`src/rtl/audio_pdm_recorder_if.sv`:
```
// Control, microphone and BRAM write signals of the PDM recorder.
// monitor_sample/monitor_tick exist only when AUDIO_REC_MONITOR_EN is defined.
interface audio_pdm_recorder_if #(
    parameter int ADDR_W = 18
);
    logic              start;
    logic              stop;
    logic              pdm_data;
    logic              mic_clk;
    logic              mic_lrsel;
    logic [ADDR_W-1:0] bram_addr;
    logic [7:0]        bram_din;
    logic              bram_we;
    logic              busy;
    logic              done;
    logic [ADDR_W:0]   rec_length;
`ifdef AUDIO_REC_MONITOR_EN
    logic [7:0]        monitor_sample;
    logic              monitor_tick;

    modport slave (
        input  start, stop, pdm_data,
        output mic_clk, mic_lrsel, bram_addr, bram_din, bram_we, busy, done, rec_length,
        output monitor_sample, monitor_tick
    );
    modport master (
        output start, stop, pdm_data,
        input  mic_clk, mic_lrsel, bram_addr, bram_din, bram_we, busy, done, rec_length,
        input  monitor_sample, monitor_tick
    );
`else
    modport slave (
        input  start, stop, pdm_data,
        output mic_clk, mic_lrsel, bram_addr, bram_din, bram_we, busy, done, rec_length
    );
    modport master (
        output start, stop, pdm_data,
        input  mic_clk, mic_lrsel, bram_addr, bram_din, bram_we, busy, done, rec_length
    );
`endif
endinterface

```
`src/rtl/audio_pdm_recorder.sv`:
```
// PDM microphone recorder: mic clock, decimation to 8-bit samples, sequential BRAM writes.
// Define AUDIO_REC_MONITOR_EN for the live monitor_sample/monitor_tick outputs.
//
// state | meaning
// IDLE  | after reset, waiting for start
// REC   | decimating the PDM stream and writing samples
// DONE  | take finished, rec_length holds its size
module audio_pdm_recorder #(
    parameter int CLK_HALF   = 25,
    parameter int DECIM      = 125,
    parameter int GAIN_SHIFT = 1,
    parameter int DEPTH      = 262144,
    parameter int ADDR_W     = 18
) (
    input  logic                 clk_i,
    input  logic                 rst_i,
    audio_pdm_recorder_if.slave  bus
);
    localparam int HALF_W = $clog2(CLK_HALF + 1);
    localparam int CNT_W  = $clog2(DECIM + 1);
    localparam int LEN_W  = ADDR_W + 1;
    localparam logic [ADDR_W-1:0] LAST_ADDR = ADDR_W'(DEPTH - 1);

    typedef enum logic [1:0] {IDLE, REC, DONE} state_t;

    state_t            state_q, state_d;
    logic [HALF_W-1:0] half_cnt_q, half_cnt_d;
    logic              mic_clk_q, mic_clk_d;
    logic [1:0]        sync_q, sync_d;
    logic [CNT_W-1:0]  evt_cnt_q, evt_cnt_d;
    logic [CNT_W-1:0]  ones_q, ones_d;
    logic [ADDR_W-1:0] wr_ptr_q, wr_ptr_d;
    logic [LEN_W-1:0]  rec_len_q, rec_len_d;
    logic              we_q, we_d;
    logic [7:0]        din_q, din_d;
    logic              done_q, done_d;
    logic              half_tc, dec_run, bit_evt, win_done;
    logic [31:0]       scaled;
    logic [7:0]        sample;
`ifdef AUDIO_REC_MONITOR_EN
    logic [7:0]        mon_sample_q, mon_sample_d;
    logic              mon_tick_q, mon_tick_d;
`endif

    always_ff @(posedge clk_i) begin
        if (rst_i) begin
            state_q      <= IDLE;
            half_cnt_q   <= '0;
            mic_clk_q    <= 1'b0;
            sync_q       <= '0;
            evt_cnt_q    <= '0;
            ones_q       <= '0;
            wr_ptr_q     <= '0;
            rec_len_q    <= '0;
            we_q         <= 1'b0;
            din_q        <= '0;
            done_q       <= 1'b0;
`ifdef AUDIO_REC_MONITOR_EN
            mon_sample_q <= '0;
            mon_tick_q   <= 1'b0;
`endif
        end else begin
            state_q      <= state_d;
            half_cnt_q   <= half_cnt_d;
            mic_clk_q    <= mic_clk_d;
            sync_q       <= sync_d;
            evt_cnt_q    <= evt_cnt_d;
            ones_q       <= ones_d;
            wr_ptr_q     <= wr_ptr_d;
            rec_len_q    <= rec_len_d;
            we_q         <= we_d;
            din_q        <= din_d;
            done_q       <= done_d;
`ifdef AUDIO_REC_MONITOR_EN
            mon_sample_q <= mon_sample_d;
            mon_tick_q   <= mon_tick_d;
`endif
        end
    end

    always_comb begin
        state_d    = state_q;
        half_cnt_d = half_cnt_q + HALF_W'(1);
        mic_clk_d  = mic_clk_q;
        sync_d     = {sync_q[0], bus.pdm_data};
        evt_cnt_d  = evt_cnt_q;
        ones_d     = ones_q;
        wr_ptr_d   = wr_ptr_q;
        rec_len_d  = rec_len_q;
        we_d       = 1'b0;
        din_d      = din_q;
        done_d     = 1'b0;
`ifdef AUDIO_REC_MONITOR_EN
        mon_sample_d = mon_sample_q;
        mon_tick_d   = 1'b0;
        dec_run      = 1'b1;
`else
        dec_run      = (state_q == REC);
`endif
        half_tc = (half_cnt_q == HALF_W'(CLK_HALF - 1));
        if (half_tc) begin
            half_cnt_d = '0;
            mic_clk_d  = ~mic_clk_q;
        end

        // A window closes on the event after its DECIM-th bit; that event's bit opens the next one.
        bit_evt  = half_tc && mic_clk_q && dec_run;
        win_done = bit_evt && (evt_cnt_q == CNT_W'(DECIM));
        scaled   = 32'(ones_q) << GAIN_SHIFT;
        sample   = (scaled > 32'd255) ? 8'hFF : scaled[7:0];

        if (bit_evt) begin
            if (win_done) begin
                ones_d    = CNT_W'(sync_q[1]);
                evt_cnt_d = CNT_W'(1);
            end else begin
                ones_d    = ones_q + CNT_W'(sync_q[1]);
                evt_cnt_d = evt_cnt_q + CNT_W'(1);
            end
        end
        if (win_done && state_q == REC) begin
            we_d  = 1'b1;
            din_d = sample;
        end
`ifdef AUDIO_REC_MONITOR_EN
        if (win_done) begin
            mon_tick_d   = 1'b1;
            mon_sample_d = sample;
        end
`endif
        if (we_q) begin
            rec_len_d = rec_len_q + LEN_W'(1);
            if (wr_ptr_q != LAST_ADDR) wr_ptr_d = wr_ptr_q + ADDR_W'(1);
        end

        case (state_q)
            IDLE, DONE: begin
                if (bus.start) begin
                    state_d   = REC;
                    wr_ptr_d  = '0;
                    rec_len_d = '0;
                    ones_d    = '0;
                    evt_cnt_d = '0;
                end
            end
            REC: begin
                if (bus.stop || (we_q && wr_ptr_q == LAST_ADDR)) begin
                    state_d = DONE;
                    done_d  = 1'b1;
                end
            end
            default: state_d = IDLE;
        endcase
    end

    assign bus.mic_clk    = mic_clk_q;
    assign bus.mic_lrsel  = 1'b0;
    assign bus.bram_addr  = wr_ptr_q;
    assign bus.bram_din   = din_q;
    assign bus.bram_we    = we_q;
    assign bus.busy       = (state_q == REC);
    assign bus.done       = done_q;
    assign bus.rec_length = rec_len_q;
`ifdef AUDIO_REC_MONITOR_EN
    assign bus.monitor_sample = mon_sample_q;
    assign bus.monitor_tick   = mon_tick_q;
`endif
endmodule

```
`src/flat_wrapper.sv`:
```
// flat-port wrapper written by rule: the top's interface ports become plain ports
module audio_pdm_recorder_flat 
#(
    parameter int CLK_HALF   = 25,
    parameter int DECIM      = 125,
    parameter int GAIN_SHIFT = 1,
    parameter int DEPTH      = 262144,
    parameter int ADDR_W     = 18
)
  (clk_i, rst_i, bus_start, bus_stop, bus_pdm_data, bus_mic_clk, bus_mic_lrsel, bus_bram_addr, bus_bram_din, bus_bram_we, bus_busy, bus_done, bus_rec_length);
  audio_pdm_recorder_if #(.ADDR_W(ADDR_W)) bus_i ();
  input  logic clk_i;
  input  logic rst_i;
  input wire logic [$bits(bus_i.start)-1:0] bus_start;
  input wire logic [$bits(bus_i.stop)-1:0] bus_stop;
  input wire logic [$bits(bus_i.pdm_data)-1:0] bus_pdm_data;
  output wire logic [$bits(bus_i.mic_clk)-1:0] bus_mic_clk;
  output wire logic [$bits(bus_i.mic_lrsel)-1:0] bus_mic_lrsel;
  output wire logic [$bits(bus_i.bram_addr)-1:0] bus_bram_addr;
  output wire logic [$bits(bus_i.bram_din)-1:0] bus_bram_din;
  output wire logic [$bits(bus_i.bram_we)-1:0] bus_bram_we;
  output wire logic [$bits(bus_i.busy)-1:0] bus_busy;
  output wire logic [$bits(bus_i.done)-1:0] bus_done;
  output wire logic [$bits(bus_i.rec_length)-1:0] bus_rec_length;
  assign bus_i.start = bus_start;
  assign bus_i.stop = bus_stop;
  assign bus_i.pdm_data = bus_pdm_data;
  assign bus_mic_clk = bus_i.mic_clk;
  assign bus_mic_lrsel = bus_i.mic_lrsel;
  assign bus_bram_addr = bus_i.bram_addr;
  assign bus_bram_din = bus_i.bram_din;
  assign bus_bram_we = bus_i.bram_we;
  assign bus_busy = bus_i.busy;
  assign bus_done = bus_i.done;
  assign bus_rec_length = bus_i.rec_length;
  audio_pdm_recorder #(.CLK_HALF(CLK_HALF), .DECIM(DECIM), .GAIN_SHIFT(GAIN_SHIFT), .DEPTH(DEPTH), .ADDR_W(ADDR_W)) u_core (.clk_i(clk_i), .rst_i(rst_i), .bus(bus_i));
endmodule
```
`config.mk`:
```
export PLATFORM = sky130hd
export DESIGN_NAME = audio_pdm_recorder_flat
export DESIGN_NICKNAME = d
export VERILOG_FILES = /design/src/rtl/audio_pdm_recorder_if.sv /design/src/rtl/audio_pdm_recorder.sv /design/src/flat_wrapper.sv
export SDC_FILE = /design/constraint.sdc
export NUM_CORES = 1
export LEC_CHECK = 0
export BUFFER_PORTS_ARGS = -buffer_cell sky130_fd_sc_hd__buf_2
export CORE_UTILIZATION = 47
export CTS_CLUSTER_DIAMETER = 120
export CTS_CLUSTER_SIZE = 16
export DETAILED_ROUTE_END_ITERATION = 8
export GPL_TIMING_DRIVEN = 0
export PLACE_DENSITY = 0.67
export SYNTH_ARGS = -nofsm -noshare
export SYNTH_HDL_FRONTEND = slang
export SYNTH_SLANG_ARGS = --single-unit
```
`constraint.sdc`:
```
create_clock -name clk_i -period 4.7 [get_ports clk_i]
set_input_delay 0.705 -clock clk_i [delete_from_list [all_inputs] [get_ports clk_i]]
set_output_delay 0.705 -clock clk_i [all_outputs]
set_load 0.05 [all_outputs]
```
## Word level (Yosys, flattened, before mapping)

Index checks and enable logic that the tools add are counted.

| storage, ports and cells | value |
|---|---|
| flip-flop bits (word level) | 71 |

| operators by class | value |
|---|---|
| $add $sub $neg | 5 |
| $lt $le $gt $ge | 1 |
| equality and inequality tests | 8 |
| muxes and demuxes | 21 |
| bitwise logic cells | 2 |
| reductions and logical operators | 11 |

Operators by type and width:

| operator | number |
|---|---|
| two-way mux 18 bit | 4 |
| two-way mux 19 bit | 3 |
| two-way mux 7 bit | 8 |
| adder 19 x 1 -> 19 bit (second input constant) | 1 |
| adder 18 x 1 -> 18 bit (second input constant) | 1 |
| == test 18 bit (second input constant) | 1 |
| != test 18 bit (second input constant) | 1 |
| greater-than comparator 8 bit (second input constant) | 1 |
| two-way mux 8 bit | 1 |
| adder 7 x 1 -> 7 bit | 1 |
| adder 7 x 1 -> 7 bit (second input constant) | 1 |
| == test 7 bit (second input constant) | 1 |
| OR reduction 2 bit | 3 |
| adder 5 x 1 -> 5 bit (second input constant) | 1 |
| == test 5 bit (second input constant) | 1 |
| logical AND 1 bit | 5 |
| two-way mux 2 bit | 2 |
| one-hot mux 2 bit (2 select lines) | 1 |
| == test 2 x 1 -> 1 bit (second input constant) | 1 |
| == test 2 bit (second input constant) | 1 |
| zero test 2 bit | 1 |
| two-way mux 1 bit | 2 |
| != test 2 x 1 -> 1 bit (second input constant) | 1 |
| != test 2 bit (second input constant) | 1 |
| 3 further kinds | 4 |

## Logic depth before layout (Yosys ltp)

| logic depth | value |
|---|---|
| word-level depth | 8 |
| mapped depth | 7 |
| depth with buffers taken out | 6 |

## Worst setup path after synthesis

Ideal clock, no wire load.

| timing | value |
|---|---|
| path kind | reg-to-reg |
| start point | reg u_core.rec_len_q[0], in the netlist u_core.bus.rec_length[0] |
| end point | reg u_core.rec_len_q[14], in the netlist u_core.bus.rec_length[14] |
| library setup time | 0.061 ns |
| arrival time | 2.266 ns |
| data required time | 4.639 ns |
| setup slack | 2.374 ns |
| stages on the path, launching flop included | 7 |
| path buffers | 1 |
| period minus slack after synthesis | 2.326 ns |
| cell sequence | dfxtp_1 ha_1 nand3_2 or4_1 buf_2 or4_1 nand2_1 |

| between the ends | value |
|---|---|
| word-level cells in the longest chain between the ends | 4 |

RTL lines:

| element | line | source |
|---|---|---|
| start, declared | audio_pdm_recorder.sv:33 | `logic [LEN_W-1:0] rec_len_q, rec_len_d;` |
| start signal, assigned | audio_pdm_recorder.sv:70 | `rec_len_q <= rec_len_d;` |
| adder 19 x 1 -> 19 bit * | audio_pdm_recorder.sv:132 | `rec_len_d = rec_len_q + LEN_W'(1);` |
| two-way mux 19 bit * | audio_pdm_recorder.sv:131 | `if (we_q) begin` |
| two-way mux 19 bit | audio_pdm_recorder.sv:138 | `if (bus.start) begin` |
| two-way mux 19 bit * | audio_pdm_recorder.sv:136 | `case (state_q)` |

Every way passes the cells marked *; elsewhere a longest branch is shown, timed or not.
A chain may end at the register's enable or synchronous reset.

## Worst setup path in the final report

| timing | value |
|---|---|
| start point | in bus_start |
| end point | reg u_core.rec_len_q[11], in the netlist u_core.bus.rec_length[11] |

| between the ends | value |
|---|---|
| word-level cells in the longest chain between the ends | 2 |

RTL lines:

| element | line | source |
|---|---|---|
| start, declared | flat_wrapper.sv:14 | `input wire logic [$bits(bus_i.start)-1:0] bus_start;` |
| two-way mux 19 bit | audio_pdm_recorder.sv:138 |  |
| two-way mux 19 bit | audio_pdm_recorder.sv:136 |  |

No other way between the ends.

==> run_results.csv <==
group,metric,value,unit
hold_path,hold_class,"reg2reg",
floorplan,core.rowCount,29,
grt,first_global_vias,2587,
timing,fin_crit_share,0.507,
pwr,p_clk_frac,0.438,
run_status,violations,"DRC",
grt,grt_use_met3,0.0354,
placement,buffer_ports.inserted,52,
clock_tree,holdBufCountCts,0,
grt,gr-usage-met2,0.330,
clock_tree,cts_setup_buffers,0,
clock_tree,numClockSinks,70,
placement,half_perimeter_wire_length_of_the_detailed_placement_result,4800,um
final_layout,sequential_cell_area,0.00140,sq mm
placement,gpl.final_weighted_congestion,0.791,
grt,grt_first_pass_wirelength,11600,um
routing,dr_total_vias,2780,
timing,total_neg_setup_slack,0,ns
timing,timing.slew.headroom,0.532,
grt,global_route.overflow_total,0,
floorplan,initial_standard_cell_utilization_of_the_core,0.495,
final_layout,post_route_cells_drive_above_1_share,0.192,
floorplan,ioPinCount,55,
synthesis,post_syn_area,0.00322,sq mm
grt,gr-max-usage-layer,"met2",
routing,per_cell_via_count_in_the_routed_design,5.41,
synthesis,synth.yosys.seq_area_share,0.435,
timing,setup_repair_after_global_routing_missed_its_margin,"false",
routing,first_pass_iters,8,
synthesis,synth_compound_gate_area_share,0.111,
synthesis,yosysWarningCount,0,
pwr,p_int,0.883,mW
final_layout,antenna-diode-count,0,
setup_path,worst_ep_arrival_time,2.59,ns
synthesis,main_combinational_cell_family_by_area_after_synthesis,"simple AND/OR/NAND/NOR gates",
grt,global_route.usage.met1,0.260,
clock_tree,tritoncts,"yes",
grt,grt_antenna_before_repair,0,
synthesis,post_synth_inst_count,368,
final_layout,design.final.nets,445,
routing,initialDrtViolationCount,125,
synthesis,dominantRegCellSynth,"sky130_fd_sc_hd__dfxtp_1",
synthesis,yosys.area_share.xor_xnor,0.0626,
synthesis,async_reset_ff_frac,0,
clock_tree,cts_max_level,3,
timing,maxClockFrequency,0.420,GHz
timing,finalMaxSlewViolations,0,
synthesis,post_synth_fa_ha_maj_area_fraction,0.0311,
floorplan,die_h,84.7,um
grt,grt_util_all_layers,0.199,
synthesis,multiplexer_share_of_the_synthesized_area,0.0435,
routing,detailed_route_wire_length_per_cell,13.1,um
clock_tree,clk_pin_slew_worst_paths,0.07,ns
clock_tree,cts_inserted_buffers,9,
timing,worst_clock_skew,0.00687,ns
timing,timing_worst_slew_pin_value,0.697,ns
timing,endpoints_failing_setup,0,
setup_path,cp-start-kind,"input port",
final_layout,multiInputGateArea,0.00168,sq mm
final_layout,final_cell_mix,"sky130_fd_sc_hd__dfxtp_1, sky130_fd_sc_hd__buf_2, sky130_fd_sc_hd__nor2_1, sky130_fd_sc_hd__nand2_1, sky130_fd_sc_hd__a21oi_1",
timing,report.final.hold_viol_count,0,
synthesis,synth_seq_cells,70,
setup_path,critical_path.cell_chain,"buf_2 > nor2b_1 > or2_2 > clkbuf_1 > clkbuf_1 > buf_1 > nor2_1",
run,timing.max_cap.violations,0,
pwr,vdd.ir_drop.worst,162,uV
clock_tree,postCtsResizedCells,0,
pwr,power.share.combinational,0.037,
run_status,status,"finished with violations",
timing,final.min_clock_period,2.38,ns
synthesis,number_of_synthesized_flops_with_an_enable_pin,0,
synthesis,synth-simple-area-share,0.270,
pwr,static-leakage-power,1.45,nW
pwr,power.share.sequential,0.526,
grt,pin_count_of_the_biggest_net_entering_global_routing,13,
final_layout,layout.filler_cells,602,
timing,timing.hold.ws,0.456,ns
setup_path,timing.critical_path.mode_cell,"sky130_fd_sc_hd__clkbuf_1",
clock_tree,worstSkewPairLatency,0.33,ns
routing,route.detailed.drc,5,
floorplan,design.die.area,0.00718,sq mm
clock_tree,clock_path_buffers,2,
routing,final_antenna_net_count,0,
setup_path,required,4.91,ns
routing,finalWirelength,6760,um
final_layout,signed_area_change_from_the_synthesized_netlist_to_the_final_layout,17.7,%
setup_path,type_of_destination_of_the_critical_path,"flop",
pwr,switching_power,0.258,mW
pwr,switching_share,0.226,
setup_path,crit_path_max_fanout,10,
synthesis,syn_area_per_cell,8.74,sq um
floorplan,fp.coreArea,0.00649,sq mm
clock_tree,root_buffer_cell,"sky130_fd_sc_hd__clkbuf_8",
synthesis,synth.lib_cells_used.distinct,45,
setup_path,critical_path_class,"in2reg",
setup_path,timing.critical_path.slowest_cell_delay,0.47,ns
final_layout,most_common_library_cell_in_the_layout_ignoring_fill_and_taps,"sky130_fd_sc_hd__dfxtp_1",
pwr,power.density_cell_area,301,mW/mm^2
floorplan,die_x_extent,84.7,um
setup_path,worst_path_max_delay_cell,"sky130_fd_sc_hd__buf_1",
[kinds of logic (layout without fill, tap and decap cells)]
group                      after synthesis  after routing
and+or+nand+nor                        161            161
DFF                                     70             70
AOI/OAI and AO/OA                       57             57
buffers and inverters                   34            102
xor gates and xnor gates                23             23
muxes                                   14             14
adders and majority gates                8              8
other                                    1              2
[power by group through the flow]
stage          registers [mW]  clock network (mW)  logic (mW)
3_3_place_gp            0.614                   0      0.0419
6_report                0.600               0.499      0.0420
5_1_grt                 0.601               0.538      0.0465
2_1_floorplan           0.614                   0      0.0299
4_1_cts                 0.600               0.513      0.0426
3_5_place_dp            0.614                   0      0.0424
[through the flow]
step / worst slack [ns] / cells / instance area [sq um] / total power, mW / util
6_report: 2.32 / 514 / 3790 / 1.14 / 0.583
5_1_grt: 2.09 / 514 / 3790 / 1.19 / 0.583
4_1_cts: 2.28 / 514 / 3790 / 1.16 / 0.583
3_5_place_dp: 1.89 / 498 / 3580 / 0.656 / 0.551
3_3_place_gp: 1.94 / 498 / 3580 / 0.655 / 0.551
2_1_floorplan: 2.37 / 369 / 3220 / 0.644 / -
[path summary, 6_finish.rpt]
kind	startpoint	end	slack (ns)	cells past startpoint
hold reg to reg	u_core.sync_q[0]	u_core.sync_q[1]	0.46	1
hold / removal	u_core.sync_q[0]	u_core.sync_q[1]	0.46	1
setup / recovery	bus_start	u_core.bus.rec_length[11]	2.32	7
setup reg to reg	u_core.state_q[0]	u_core.bus.rec_length[11]	2.44	6
[per-layer routing]
layer,share of wire,wire length (um)
met4,0.013,89
met5,0,0
met1,0.50,3400
met3,0.029,198
met2,0.45,3070
[cell usage after synthesis (11+ instances only)]
| cell type | instances | area [sq um] |
|---|---|---|
| sky130_fd_sc_hd__mux2i_1 | 14 | 140 |
| sky130_fd_sc_hd__or3_1 | 12 | 75.1 |
| sky130_fd_sc_hd__a21oi_1 | 23 | 115 |
| sky130_fd_sc_hd__xnor2_1 | 18 | 158 |
| sky130_fd_sc_hd__nor2_1 | 38 | 143 |
| sky130_fd_sc_hd__inv_1 | 14 | 52.6 |
| sky130_fd_sc_hd__clkbuf_1 | 11 | 41.3 |
| sky130_fd_sc_hd__nand2_1 | 31 | 116 |
| sky130_fd_sc_hd__o21ai_0 | 14 | 70.1 |
| sky130_fd_sc_hd__nand3_1 | 15 | 75.1 |
| sky130_fd_sc_hd__dfxtp_1 | 70 | 1400 |
| sky130_fd_sc_hd__nor3_1 | 12 | 60.1 |
[final cells by class]
cell class,count,share of cell area
well taps,77,0.0254
clock inverters,5,0.0152
multi-input cells,265,0.442
repair buffers,52,0.0687
plain buffers,20,0.0244
inverters,14,0.0139
flip-flops and latches,70,0.370
clock buffers,11,0.0400
[flip-flops by register name (all words and copies together) (netlist names)]
register,flops
u_core.bus.rec_length,19
u_core.bus.mic_clk,1
u_core.state_q,2
u_core.sync_q,2
u_core.bus.bram_din,7
u_core.ones_q,7
u_core.evt_cnt_q,7
u_core.bus.done,1
u_core.half_cnt_q,5
u_core.bus.bram_addr,18
u_core.bus.bram_we,1
[worst max-delay path, delay by kind of cell]
| family | cells | cell delay (ns) |
|---|---|---|
| buf+inv | 4 | 1.29 |
| simple gates | 3 | 0.58 |
(Power assumes the default switching activity.)
